**src/rtl/mem_port_arbiter.sv**
```systemverilog
// Arbiter that shares one single-port memory between instruction fetch and the data stage.
// Data access has priority; a starvation counter eventually forces a fetch grant.
module mem_port_arbiter #(
  parameter int unsigned STARVE_MAX = 4
) (
  input  logic        Clk,
  input  logic        Reset,
  input  logic        IfReq,
  input  logic [31:0] IfAddr,
  output logic        IfGnt,
  output logic        IfValid,
  output logic [31:0] IfRdata,
  input  logic        DmReq,
  input  logic        DmWe,
  input  logic [31:0] DmAddr,
  input  logic [31:0] DmWdata,
  input  logic [1:0]  DmSize,
  output logic        DmGnt,
  output logic        DmValid,
  output logic [31:0] DmRdata,
  output logic        MemEn,
  output logic        MemWe,
  output logic [31:0] MemAddr,
  output logic [31:0] MemWdata,
  output logic [1:0]  MemSize,
  input  logic [31:0] MemRdata,
  output logic        StallIF,
  output logic        StallMEM
);

  localparam logic [1:0] NONE    = 2'd0;
  localparam logic [1:0] IF_PEND = 2'd1;
  localparam logic [1:0] DM_PEND = 2'd2;

  logic [1:0]  state_q, state_d;
  logic [3:0]  starve_q, starve_d;
  logic        dm_we_q, dm_we_d;
  logic [31:0] if_rdata_q, dm_rdata_q;
  logic        force_if;

  // Every output is gated by Reset so the reset cycle presents no grant and no response.
  always_comb begin
    force_if = (starve_q == 4'(STARVE_MAX));
    IfGnt    = Reset & IfReq & (~DmReq | force_if);
    DmGnt    = Reset & DmReq & ~IfGnt;
    StallIF  = Reset & IfReq & ~IfGnt;
    StallMEM = Reset & DmReq & ~DmGnt;

    MemEn    = IfGnt | DmGnt;
    MemWe    = DmGnt & DmWe;
    MemAddr  = '0;
    MemWdata = '0;
    MemSize  = '0;
    if (DmGnt) begin
      MemAddr  = DmAddr;
      MemWdata = DmWdata;
      MemSize  = DmSize;
    end else if (IfGnt) begin
      MemAddr  = IfAddr;
      MemSize  = 2'b10;
    end

    IfValid = Reset & (state_q == IF_PEND);
    DmValid = Reset & (state_q == DM_PEND);
    IfRdata = IfValid ? MemRdata : if_rdata_q;
    DmRdata = (DmValid && !dm_we_q) ? MemRdata : dm_rdata_q;
  end

  always_comb begin
    state_d = NONE;
    if (IfGnt)      state_d = IF_PEND;
    else if (DmGnt) state_d = DM_PEND;
    dm_we_d  = DmGnt & DmWe;
    starve_d = (IfReq && !IfGnt) ? starve_q + 4'd1 : '0;
  end

  always_ff @(posedge Clk) begin
    if (!Reset) begin
      state_q    <= NONE;
      starve_q   <= '0;
      dm_we_q    <= 1'b0;
      if_rdata_q <= '0;
      dm_rdata_q <= '0;
    end else begin
      state_q    <= state_d;
      starve_q   <= starve_d;
      dm_we_q    <= dm_we_d;
      if_rdata_q <= IfRdata;
      dm_rdata_q <= DmRdata;
    end
  end

endmodule

```
**config.mk**
```make
export PLATFORM = sky130hd
export DESIGN_NAME = mem_port_arbiter
export DESIGN_NICKNAME = d
export VERILOG_FILES = /design/src/rtl/mem_port_arbiter.sv
export SDC_FILE = /design/constraint.sdc
export NUM_CORES = 1
export LEC_CHECK = 0
export CORE_AREA = 3 3 106 108
export DETAILED_ROUTE_END_ITERATION = 8
export DIE_AREA = 0 0 109 111
export GPL_ROUTABILITY_DRIVEN = 0
export PLACE_DENSITY = 0.84
export SYNTH_ARGS = -nofsm -noshare
export SYNTH_HDL_FRONTEND = slang
export SYNTH_SLANG_ARGS = --single-unit
```
**constraint.sdc**
```tcl
create_clock -name Clk -period 2.6 [get_ports Clk]
set_input_delay 0.26 -clock Clk [delete_from_list [all_inputs] [get_ports Clk]]
set_output_delay 0.26 -clock Clk [all_outputs]
set_load 0.05 [all_outputs]
```
==> results of run 1 <==
## state kept, by name (all words and copies together) (netlist names)
register    cells
dm_we_q         1
dm_rdata_q     32
state_q         2
starve_q        4
if_rdata_q     32
## per-stage QoR
step	util [%]	cell area, µm²	hold WS, ns	instances	total power, mW
2_1_floorplan	-	3600	0.382	389	1.68
3_3_place_gp	67.5	6970	0.437	774	2.25
3_5_place_dp	67.5	6970	0.453	774	2.27
4_1_cts	69.3	7150	0.415	790	3.06
5_1_grt	69.3	7150	0.429	790	3.14
6_report	69.3	7150	0.440	790	3.02
## critical path: cells and delay by family (launching register included)
family	cells	cell delay, ns
flip-flops	1	0.37
AND/OR/NAND/NOR	1	0.11
adder cells (fa/ha/maj)	1	0.22
AO/OA/AOI/OAI	2	0.48
buffers and inverters	3	0.48
## cell families (layout without fill, tap and decap cells)
logic type | count (synthesis) | count (layout) | synth area share [%]
AND/OR/NAND/NOR | 176 | 176 | 24.6
flip-flops | 71 | 71 | 39.4
AO/OA/AOI/OAI | 70 | 70 | 15.8
buffers and inverters | 36 | 301 | 5.90
multiplexers | 32 | 32 | 13.0
adder cells (fa/ha/maj) | 2 | 2 | 0.694
XOR/XNOR | 2 | 2 | 0.486
## report_power, final
group	switching, mW	internal [mW]	leakage (nW)	total (mW)
Combinational	0.589	0.528	2.61	1.12
Clock	0.387	0.397	0.0894	0.784
Sequential	0.00912	1.11	0.575	1.12
## path summary, 6_finish.rpt
kind | slack [ns] | cells after the start | endpoint
setup / recovery | 0.33 | 7 | MemAddr[18]
hold / removal | 0.44 | 3 | state_q[1]$_SDFF_PP0_
setup reg to reg | 0.90 | 4 | if_rdata_q[28]$_SDFF_PN0_
hold reg to reg | 0.47 | 2 | dm_rdata_q[9]$_SDFF_PN0_
## routing by layer
layer	GRT usage (%)	vias up	share of wire (%)
met5	0	-	0.15
met2	46.8	183	53
met1	26.5	1741	34
met3	9.20	32	9.1
met4	11.3	4	4.0
li1	-	1812	-
## synthesized netlist by cell type (all sizes together)
master | number | area [µm²]
nand2 | 97 | 364
dfxtp | 71 | 1420
and2 | 68 | 425
a21boi | 32 | 240
a22o | 32 | 280
mux2 | 32 | 469
buf | 20 | 153
clkbuf | 10 | 37.5
inv | 6 | 22.5
nor2 | 4 | 15.0
a21oi | 2 | 13.8
ha | 2 | 25.0
nand3b | 2 | 40.0
o211a | 2 | 20.0
a31o | 1 | 8.76
and3b | 1 | 8.76
and4bb | 1 | 12.5
nand3 | 1 | 5.00
nand4 | 1 | 6.26
nand4bb | 1 | 11.3
o21a | 1 | 7.51
xnor2 | 1 | 8.76
xor2 | 1 | 8.76
## layout make-up
cell class                 instances  area (µm²)
timing repair buffer             279        3390
fill                             761        3170
multi-input combinational        282        1970
sequential                        71        1420
tap                              136         170
clock buffer                      13         159
inverter                           6        22.5
clock inverter                     3        17.5
==> metrics.md, run 1 <==
| Metric | Value |
|---|---|
| Pre-CTS WS | 0.494 ns |
| Clock Latency Late Sink | 0.33 ns |
| Critical path's slowest cell | dfxtp_1 |
| Final hold vios | 0 |
| CP endpoint kind | primary output |
| Fmax | 0.441 GHz |
| Nets | 786 |
| Routed vias/inst | 4.77 |
| Die width | 109 µm |
| RSZ-0062 raised after global routing | no |
| Setup Total Neg Slack | 0 ns |
| Pre-antenna DRT Iters | 4 |
| Hold WC Path Type | primary input to flip-flop |
| CP arrival | 2.01 ns |
| Grt ovf | 0 |
| # Post-CTS Setup Buffers | 0 |
| Largest net degree at the start of global routing | 69 |
| Share of post-route cells with drive strength above 1 | 30.3% |
| WL/cell | 20.0 µm |
| Syn Inst Count | 389 |
| Rel. slew slack | 70.0% |
| Crit path top cell by count | buf_12 |
| Initial antenna violation count | 3 |
| Net count after synthesis | 526 |
| DRT iter0 DRCs | 210 |
| Die area | 12100 µm² |
| CTS tree | yes |
| Die H | 111 µm |
| Status | completed |
| CTS buffer count | 9 |
| Antenna-violating nets left | 0 |
| Tcrit/Tclk final | 87.2% |
| Worst path required time | 2.34 ns |
| Post-Route WL | 15800 µm |
| Worst Setup Start Kind | flip-flop |
| Power per cell area | 423 nW/µm² |
| Worst Tran Pin Value | 0.450 ns |
| Post-synthesis sequential area ratio | 39.4% |
| H-tree levels | 3 |
| Commonest non-fill, non-tap cell in the layout | clkdlybuf4s50_1 |
| Core ar. | 10300 µm² |
| CP Max Fanout | 68 |
| Post-CTS sizing | 0 |
| Initial core utilization | 34.9% |
| Worst Setup Path Type | flip-flop to primary output |
| DRC Markers | 0 |
| Hold buffers post-CTS | 0 |
| Worst hold start | Reset |
| Cell row count | 37 |
| Vias in the first global route | 4036 |
| Dpl hpwl | 13400 µm |
| Max incr delay on CP | 0.37 ns |
| Final setup viols | 0 |
| Critical path origin | starve_q[0]$_SDFF_PN0_ |
| Maximum vdd ir drop | 0.000231 V |
| Antenna Cells | 0 |
| Gr usage total | 26.0% |
| Buffers on Ports | 272 |
| Synth warn | 0 |
| # IOs | 273 |
| Worst Skew | 0.00857 ns |
| Max Cap Viol | 0 |
| Number of synthesized register bits | 71 |
| Clock Sinks | 71 |
| Synth-to-Final Area Change | 98.3% |
| Post-synthesis instance area | 3600 µm² |
| Root buffer cell | clkbuf_8 |
| Most frequent cells in the layout | 133 x clkdlybuf4s50_1, 97 x nand2_1, 77 x buf_12 |
| Setup slack after layout | 0.332 ns |
| Library cells used by synthesis | 28 |
| Final Slew Violations | 0 |
| Leakage | 3.27 nW |
| Critical-path cell list | inv_1 -> ha_1 -> nand3b_4 -> o211a_2 -> buf_12 -> a22o_1 -> buf_12 |
| Syn avg cell area | 9.27 µm² |
| Total number of vias | 3772 |
| Bufs on Longest Clock Path | 2 |
| First-pass GRT wire length | 23400 µm |
| Worst r2r src | state_q[0]$_SDFF_PN0_ |
| Clock transition at path regs | 0.07 ns |
| Period minus WS final | 2.27 ns |
No activity file was read; power rests on OpenSTA's default activity.
==> run 2, diff against run 1 <==
==> config.mk (replaced) <==
export PLATFORM = sky130hd
export DESIGN_NAME = mem_port_arbiter
export DESIGN_NICKNAME = d
export VERILOG_FILES = /design/src/rtl/mem_port_arbiter.sv
export SDC_FILE = /design/constraint.sdc
export NUM_CORES = 1
export LEC_CHECK = 0
export CORE_AREA = 3 3 107 109
export DETAILED_ROUTE_END_ITERATION = 8
export DIE_AREA = 0 0 110 112
export GPL_ROUTABILITY_DRIVEN = 0
export PLACE_DENSITY = 0.82
export SYNTH_ARGS = -nofsm -noshare
export SYNTH_HDL_FRONTEND = slang
export SYNTH_SLANG_ARGS = --single-unit
==> constraint.sdc (replaced) <==
create_clock -name Clk -period 2.24 [get_ports Clk]
set_input_delay 0.448 -clock Clk [delete_from_list [all_inputs] [get_ports Clk]]
set_output_delay 0.448 -clock Clk [all_outputs]
set_load 0.05 [all_outputs]
==> run 2 against run 1 <==
  * The flow now finishes with violations (negative setup slack)
  * Clock power grew 56%
  * Non-clock buffer count is 24 higher
  * Sequential power up 16%
  * Setup slack worse by 0.46 ns
  * Wire length grew 17%
  * Highest routed layer unchanged
==> metrics.md, run 2 (synthesis gave the netlist of run 1 again) <==
| Metric | Value |
|---|---|
| Pre-CTS WS | -0.137 ns (-0.631 ns) |
| Vias in the first global route | 4311 (+6.8%) |
| RSZ-0062 raised after global routing | yes |
| Worst Setup Start Kind | flip-flop |
| WL/cell | 22.6 µm (+13%) |
| Worst Setup Path Type | flip-flop to primary output |
| Clock transition at path regs | 0.08 ns (about the same) |
| Share of post-route cells with drive strength above 1 | 40.7% (+10 points) |
| Setup slack after layout | -0.132 ns (-0.464 ns) |
| Setup Total Neg Slack | -4.48 ns (-4.48 ns) |
| Fmax | 0.422 GHz |
| Status | finished with violations |
| Routed vias/inst | 4.98 (+4.3%) |
| Initial antenna violation count | 9 (+6) |
| Max Cap Viol | 0 (unchanged) |
| Post-route design area | 7930 µm² (+11%) |
| CP endpoint | MemAddr[12] |
| Period minus WS final | 2.37 ns |
| DRT iter0 DRCs | 263 (+25%) |
| First-pass GRT wire length | 25600 µm (+9.4%) |
| Leakage | 3.67 nW (+12%) |
| Clock Latency Late Sink | 0.34 ns (about the same) |
| Initial core utilization | 33.7% (-1.2 points) |
| # fillers | 700 (-8.0%) |
| CTS tree | yes |
| CP Max Fanout | 15 (-78%) |
| DRC Markers | 0 (unchanged) |
| Core ar. | 10700 µm² (+3.6%) |
| Die area | 12300 µm² (+1.8%) |
| Gr usage total | 28.6% (+2.5 points) |
| Pint | 2.75 mW (+35%) |
| Pre-antenna DRT Iters | 4 (unchanged) |
| Post-Route WL | 18500 µm (+17%) |
| Power Total | 3.98 mW (+32%) |
| Synth-to-Final Area Change | 120% |
| Tcrit/Tclk final | 106% |
| Critical path origin | starve_q[1]$_SDFF_PN0_ |
| Power per cell area | 502 nW/µm² (+19%) |
| Sequential Power Share | 32.7% (-4.4 points) |
| Root buffer cell | clkbuf_8 |
| Buffers on Ports | 272 (unchanged) |
| Worst r2r src | state_q[1]$_SDFF_PP0_ |
| Combinational Power Share | 36.5% (-0.5 points) |
| Placed cell count | 787 (+1.7%) |
| Total number of vias | 4083 (+8.2%) |
| Die width | 110 µm (+0.92%) |
| Top flop regs | dm_rdata_q (32), if_rdata_q (32), starve_q (4) |
| Most frequent cells in the layout | 132 x clkdlybuf4s50_1, 96 x nand2_1, 86 x buf_12 |
| Grt ovf | 0 (unchanged) |
| Post-DP Area | 7110 µm² (+1.9%) |
| Min Hold Slack | 0.468 ns (+0.0274 ns) |
| Final non-filler cell total | 820 (+3.8%) |
| Rel. slew slack | 80.3% (+10 points) |
| Die H | 112 µm (+0.90%) |
| Clock Sinks | 71 (unchanged) |
| Commonest non-fill, non-tap cell in the layout | clkdlybuf4s50_1 |
| Final Core Density | 74.1% (+4.9 points) |
| Reg2reg end | if_rdata_q[0]$_SDFF_PN0_ |
| Nets | 810 (+3.1%) |
| Dpl hpwl | 13700 µm (+1.9%) |
| Power share of the clock group | 30.8% (+4.9 points) |
| Net Switching | 1.24 mW (+25%) |
| H-tree levels | 3 (unchanged) |
| Worst reg2reg setup slack | 0.76 ns (-0.14 ns) |
| Hold WC Path Type | flip-flop to flip-flop |
| Final setup viols | 61 (+61) |
| Cell row count | 38 (+2.7%) |
| Largest net degree at the start of global routing | 33 (-52%) |
| Final hold vios | 0 (unchanged) |
| Worst path required time | 1.79 ns (-0.55 ns) |
| Switch share | 31.0% (-1.5 points) |
| FF-to-FF path depth | 4 (unchanged) |
| Final Slew Violations | 0 (unchanged) |
| Worst Skew | 0.0130 ns (+0.00443 ns) |
| Bufs on Longest Clock Path | 2 (unchanged) |
| Worst Tran Pin Value | 0.295 ns (-0.155 ns) |
| Antenna-violating nets left | 0 (unchanged) |
| CTS buffer count | 9 (unchanged) |
| CP endpoint kind | primary output |
| Maximum vdd ir drop | 0.000280 V (+21%) |
| Failing checks | negative setup slack |
| # IOs | 273 (unchanged) |
| CP arrival | 1.92 ns (-0.09 ns) |
run 2: how the worst min path moves through the flow:
stage               cells after the start                        end  slack, ns                      start
floorplan                               1     starve_q[0]$_SDFF_PN0_       0.43     starve_q[0]$_SDFF_PN0_
global placement                        1     starve_q[0]$_SDFF_PN0_       0.44     starve_q[0]$_SDFF_PN0_
detailed placement                      2  dm_rdata_q[23]$_SDFF_PN0_       0.46  dm_rdata_q[23]$_SDFF_PN0_
CTS                                     2  dm_rdata_q[23]$_SDFF_PN0_       0.47  dm_rdata_q[23]$_SDFF_PN0_
global route                            2      state_q[1]$_SDFF_PP0_       0.50                      Reset
finish                                  2  dm_rdata_q[23]$_SDFF_PN0_       0.47  dm_rdata_q[23]$_SDFF_PN0_
run 2: per-layer routing:
metal | share of wire [%] | track usage, % | vias up
met4 | 7.2 | 18.5 | 18
met3 | 9.6 | 13.4 | 91
li1 | - | - | 1878
met5 | 0.62 | 0 | -
met2 | 52 | 50.2 | 225
met1 | 31 | 25.5 | 1871
run 2: critical path, stage by stage, from the launching register on:
cell	delay, ns
dfxtp_2	0.33
inv_2	0.06
ha_4	0.14
nand3b_4	0.08
o211a_4	0.34
buf_16	0.19
a22o_1	0.26
buf_12	0.16
run 2: cell type report:
| class | instances | area (µm²) | area share, % |
|---|---|---|---|
| Timing Repair Buffer | 303 | 3800 | 48.0 |
| Multi-Input combinational cell | 282 | 2260 | 28.6 |
| Sequential cell | 71 | 1420 | 18.0 |
| Tap cell | 140 | 175 | 2.21 |
| Clock buffer | 10 | 128 | 1.61 |
| Clock inverter | 6 | 109 | 1.37 |
| Inverter | 6 | 22.5 | 0.284 |
| Antenna cell | 2 | 5.00 | 0.0631 |
run 2: power by group through the flow:
| stage | Sequential (mW) | Clock, mW | Combinational, mW |
|---|---|---|---|
| finish | 1.30 | 1.22 | 1.45 |
| global route | 1.31 | 1.30 | 1.49 |
| CTS | 1.30 | 1.25 | 1.41 |
| detailed placement | 1.33 | 0 | 1.32 |
| global placement | 1.33 | 0 | 1.31 |
| floorplan | 1.33 | 0 | 0.616 |
run 2: repair_timing:
action,CTS,global route
hold buffers,0,0
buffers inserted,6,2
pin swaps,31,7
setup endpoints to repair,69,69
cloned,6,4
resized for setup,48,24
==> run 3, diff against run 2 <==
--- a/config.mk
+++ b/config.mk
@@ -9,6 +9,7 @@
 export DETAILED_ROUTE_END_ITERATION = 8
 export DIE_AREA = 0 0 110 112
 export GPL_ROUTABILITY_DRIVEN = 0
+export MAX_ROUTING_LAYER = met4
 export PLACE_DENSITY = 0.82
 export SYNTH_ARGS = -nofsm -noshare
 export SYNTH_HDL_FRONTEND = slang
==> run 3 against run 2 <==
  * The flow still finishes with violations (negative setup slack)
  * Sequential power about the same
  * Setup slack worse by 0.0025 ns
  * First-iteration DRC count increased by 2.3%
  * Clock skew is 0.0011 ns lower
  * Critical path type unchanged
  * Critical endpoint is now MemAddr[6]
==> metrics.md, run 3 (synthesis gave the netlist of run 1 again) <==
| Metric | Value |
|---|---|
| FF-to-FF path depth | 4 (unchanged) |
| Hold buffers post-CTS | 0 (unchanged) |
| Worst Skew | 0.0119 ns (-0.00112 ns) |
| Routed vias/inst | 4.91 (-1.3%) |
| Fmax | 0.421 GHz (-0.10%) |
| Period minus WS final | 2.37 ns (+0.00248 ns) |
| Synth-to-Final Area Change | 120% |
| Maximum vdd ir drop | 0.000279 V (-0.18%) |
| Antenna-violating nets left | 0 (unchanged) |
| Gr usage total | 29.3% (+0.78 points) |
| WL/cell | 22.5 µm (-0.51%) |
| Final Slew Violations | 0 (unchanged) |
| Vias in the first global route | 4308 (-0.070%) |
| Root buffer cell | clkbuf_8 |
| Top flop regs | dm_rdata_q (32), if_rdata_q (32), starve_q (4) |
| Initial core utilization | 33.7% (unchanged) |
| CP endpoint kind | primary output |
| Pint | 2.74 mW (about the same) |
| Power per cell area | 501 nW/µm² (-0.29%) |
| Cell row count | 38 (unchanged) |
| CTS buffer count | 9 (unchanged) |
| Most frequent cells in the layout | 132 x clkdlybuf4s50_1, 96 x nand2_1, 86 x buf_12 |
| Largest net degree at the start of global routing | 33 (unchanged) |
| Switch share | 31.0% (-0.070 points) |
| Clock Sinks | 71 (unchanged) |
| Critical path origin | starve_q[1]$_SDFF_PN0_ |
| Share of post-route cells with drive strength above 1 | 40.6% (-0.15 points) |
| CP endpoint | MemAddr[6] |
| Max Cap Viol | 0 (unchanged) |
| Clock Latency Late Sink | 0.34 ns (about the same) |
| CP arrival | 1.93 ns (about the same) |
| Post-Route WL | 18600 µm (+0.46%) |
| Dpl hpwl | 13700 µm (unchanged) |
| Worst Setup Path Type | flip-flop to primary output |
| Initial antenna violation count | 9 (unchanged) |
| Final setup viols | 61 (unchanged) |
| Final hold vios | 0 (unchanged) |
| Die H | 112 µm (unchanged) |
| Leakage | 3.66 nW (-0.14%) |
| Power share of the clock group | 30.7% (about the same) |
| Worst r2r src | state_q[1]$_SDFF_PP0_ |
| Failing checks | negative setup slack |
| # IOs | 273 (unchanged) |
| Min Hold Slack | 0.468 ns (+0.000101 ns) |
| Buffers on Ports | 272 (unchanged) |
| Total number of vias | 4068 (-0.37%) |
| CP Max Fanout | 15 (unchanged) |
| RSZ-0062 raised after global routing | yes |
| DRC Markers | 0 (unchanged) |
| Combinational Power Share | 36.5% (about the same) |
| Nets | 810 (unchanged) |
| Net Switching | 1.23 mW (-0.37%) |
| Worst Setup Start Kind | flip-flop |
| Power Total | 3.98 mW (-0.14%) |
| Status | finished with violations |
| Final Core Density | 74.2% (+0.11 points) |
| Die area | 12300 µm² (unchanged) |
| Grt ovf | 0 (unchanged) |
| First-pass GRT wire length | 25500 µm (-0.51%) |
| Tcrit/Tclk final | 106% (+0.11 points) |
| Worst Tran Pin Value | 0.296 ns (+0.00149 ns) |
| Worst path required time | 1.79 ns (about the same) |
| Sequential Power Share | 32.8% (about the same) |
| DRT iter0 DRCs | 269 (+2.3%) |
| Reg2reg end | if_rdata_q[0]$_SDFF_PN0_ |
| Bufs on Longest Clock Path | 2 (unchanged) |
| Die width | 110 µm (unchanged) |
| Hold WC Path Type | flip-flop to flip-flop |
| Commonest non-fill, non-tap cell in the layout | clkdlybuf4s50_1 |
| Pre-antenna DRT Iters | 4 (unchanged) |
| CTS tree | yes |
| Clock transition at path regs | 0.08 ns (about the same) |
| Rel. slew slack | 80.2% (-0.099 points) |
| Worst reg2reg setup slack | 0.75 ns (about the same) |
| H-tree levels | 3 (unchanged) |
| Core ar. | 10700 µm² (unchanged) |
| Setup slack after layout | -0.134 ns (-0.00248 ns) |
## run 3: cell count changes in the layout (fill, tap and decap cells not counted)
cell     before  now
diode_2       2   10
a22o_1       10   11
a22o_4       22   21
## run 3: critical path, cell delays in order (launching register included)
cell and delay, ns:
dfxtp_2 0.33, inv_2 0.06, ha_4 0.14, nand3b_4 0.09, o211a_4 0.34, buf_16 0.19, a22o_1 0.26, buf_12 0.16
## run 3: how the worst min path moves through the flow
| stage | from | to | cells after the start | slack [ns] |
|---|---|---|---|---|
| detailed placement | dm_rdata_q[23]$_SDFF_PN0_ | dm_rdata_q[23]$_SDFF_PN0_ | 2 | 0.46 |
| global route | dm_rdata_q[26]$_SDFF_PN0_ | dm_rdata_q[26]$_SDFF_PN0_ | 2 | 0.50 |
| global placement | starve_q[0]$_SDFF_PN0_ | starve_q[0]$_SDFF_PN0_ | 1 | 0.44 |
| floorplan | starve_q[0]$_SDFF_PN0_ | starve_q[0]$_SDFF_PN0_ | 1 | 0.43 |
| CTS | dm_rdata_q[23]$_SDFF_PN0_ | dm_rdata_q[23]$_SDFF_PN0_ | 2 | 0.47 |
| finish | dm_rdata_q[23]$_SDFF_PN0_ | dm_rdata_q[23]$_SDFF_PN0_ | 2 | 0.47 |
## run 3: cell type report
type                       count  area, µm²
clock buffer                  10        128
antenna                       10       25.0
inverter                       6       22.5
sequential                    71       1420
fill                         706       2760
multi-input combinational    282       2260
clock inverter                 6        109
timing repair buffer         303       3800
tap                          140        175
## run 3: metal layers
| metal | up-vias | track usage [%] | share of wire [%] |
|---|---|---|---|
| li1 | 1889 | - | - |
| met1 | 1896 | 25.3 | 32 |
| met2 | 218 | 50.4 | 52 |
| met3 | 65 | 13.0 | 9.7 |
| met4 | 0 | 18.8 | 6.9 |
| met5 | - | - | 0 |
## run 3: timing repair
item                                    4_1_cts  5_1_grt
cloned                                        6        4
endpoints found under the hold margin         0        0
endpoints found under the setup margin       69       69
buffers inserted                              6        2
resized for setup                            48       23
pin swaps                                    31        7
## run 3: stage by stage
stage               cell area (µm²)  setup WS (ns)  std cells  TNS (ns)
floorplan                      3610         0.0202        389         0
global placement               7110         -0.117        787     -4.98
detailed placement             7110         -0.137        787     -5.28
CTS                            7790         -0.142        815     -6.35
global route                   7940         -0.193        827     -8.71
finish                         7940         -0.134        828     -4.61
## run 3: power by group through the flow
stage | clock [mW] | combinational (mW) | sequential, mW
global placement | 0 | 1.31 | 1.33
global route | 1.30 | 1.49 | 1.31
CTS | 1.25 | 1.41 | 1.30
detailed placement | 0 | 1.32 | 1.33
floorplan | 0 | 0.616 | 1.33
finish | 1.22 | 1.45 | 1.30
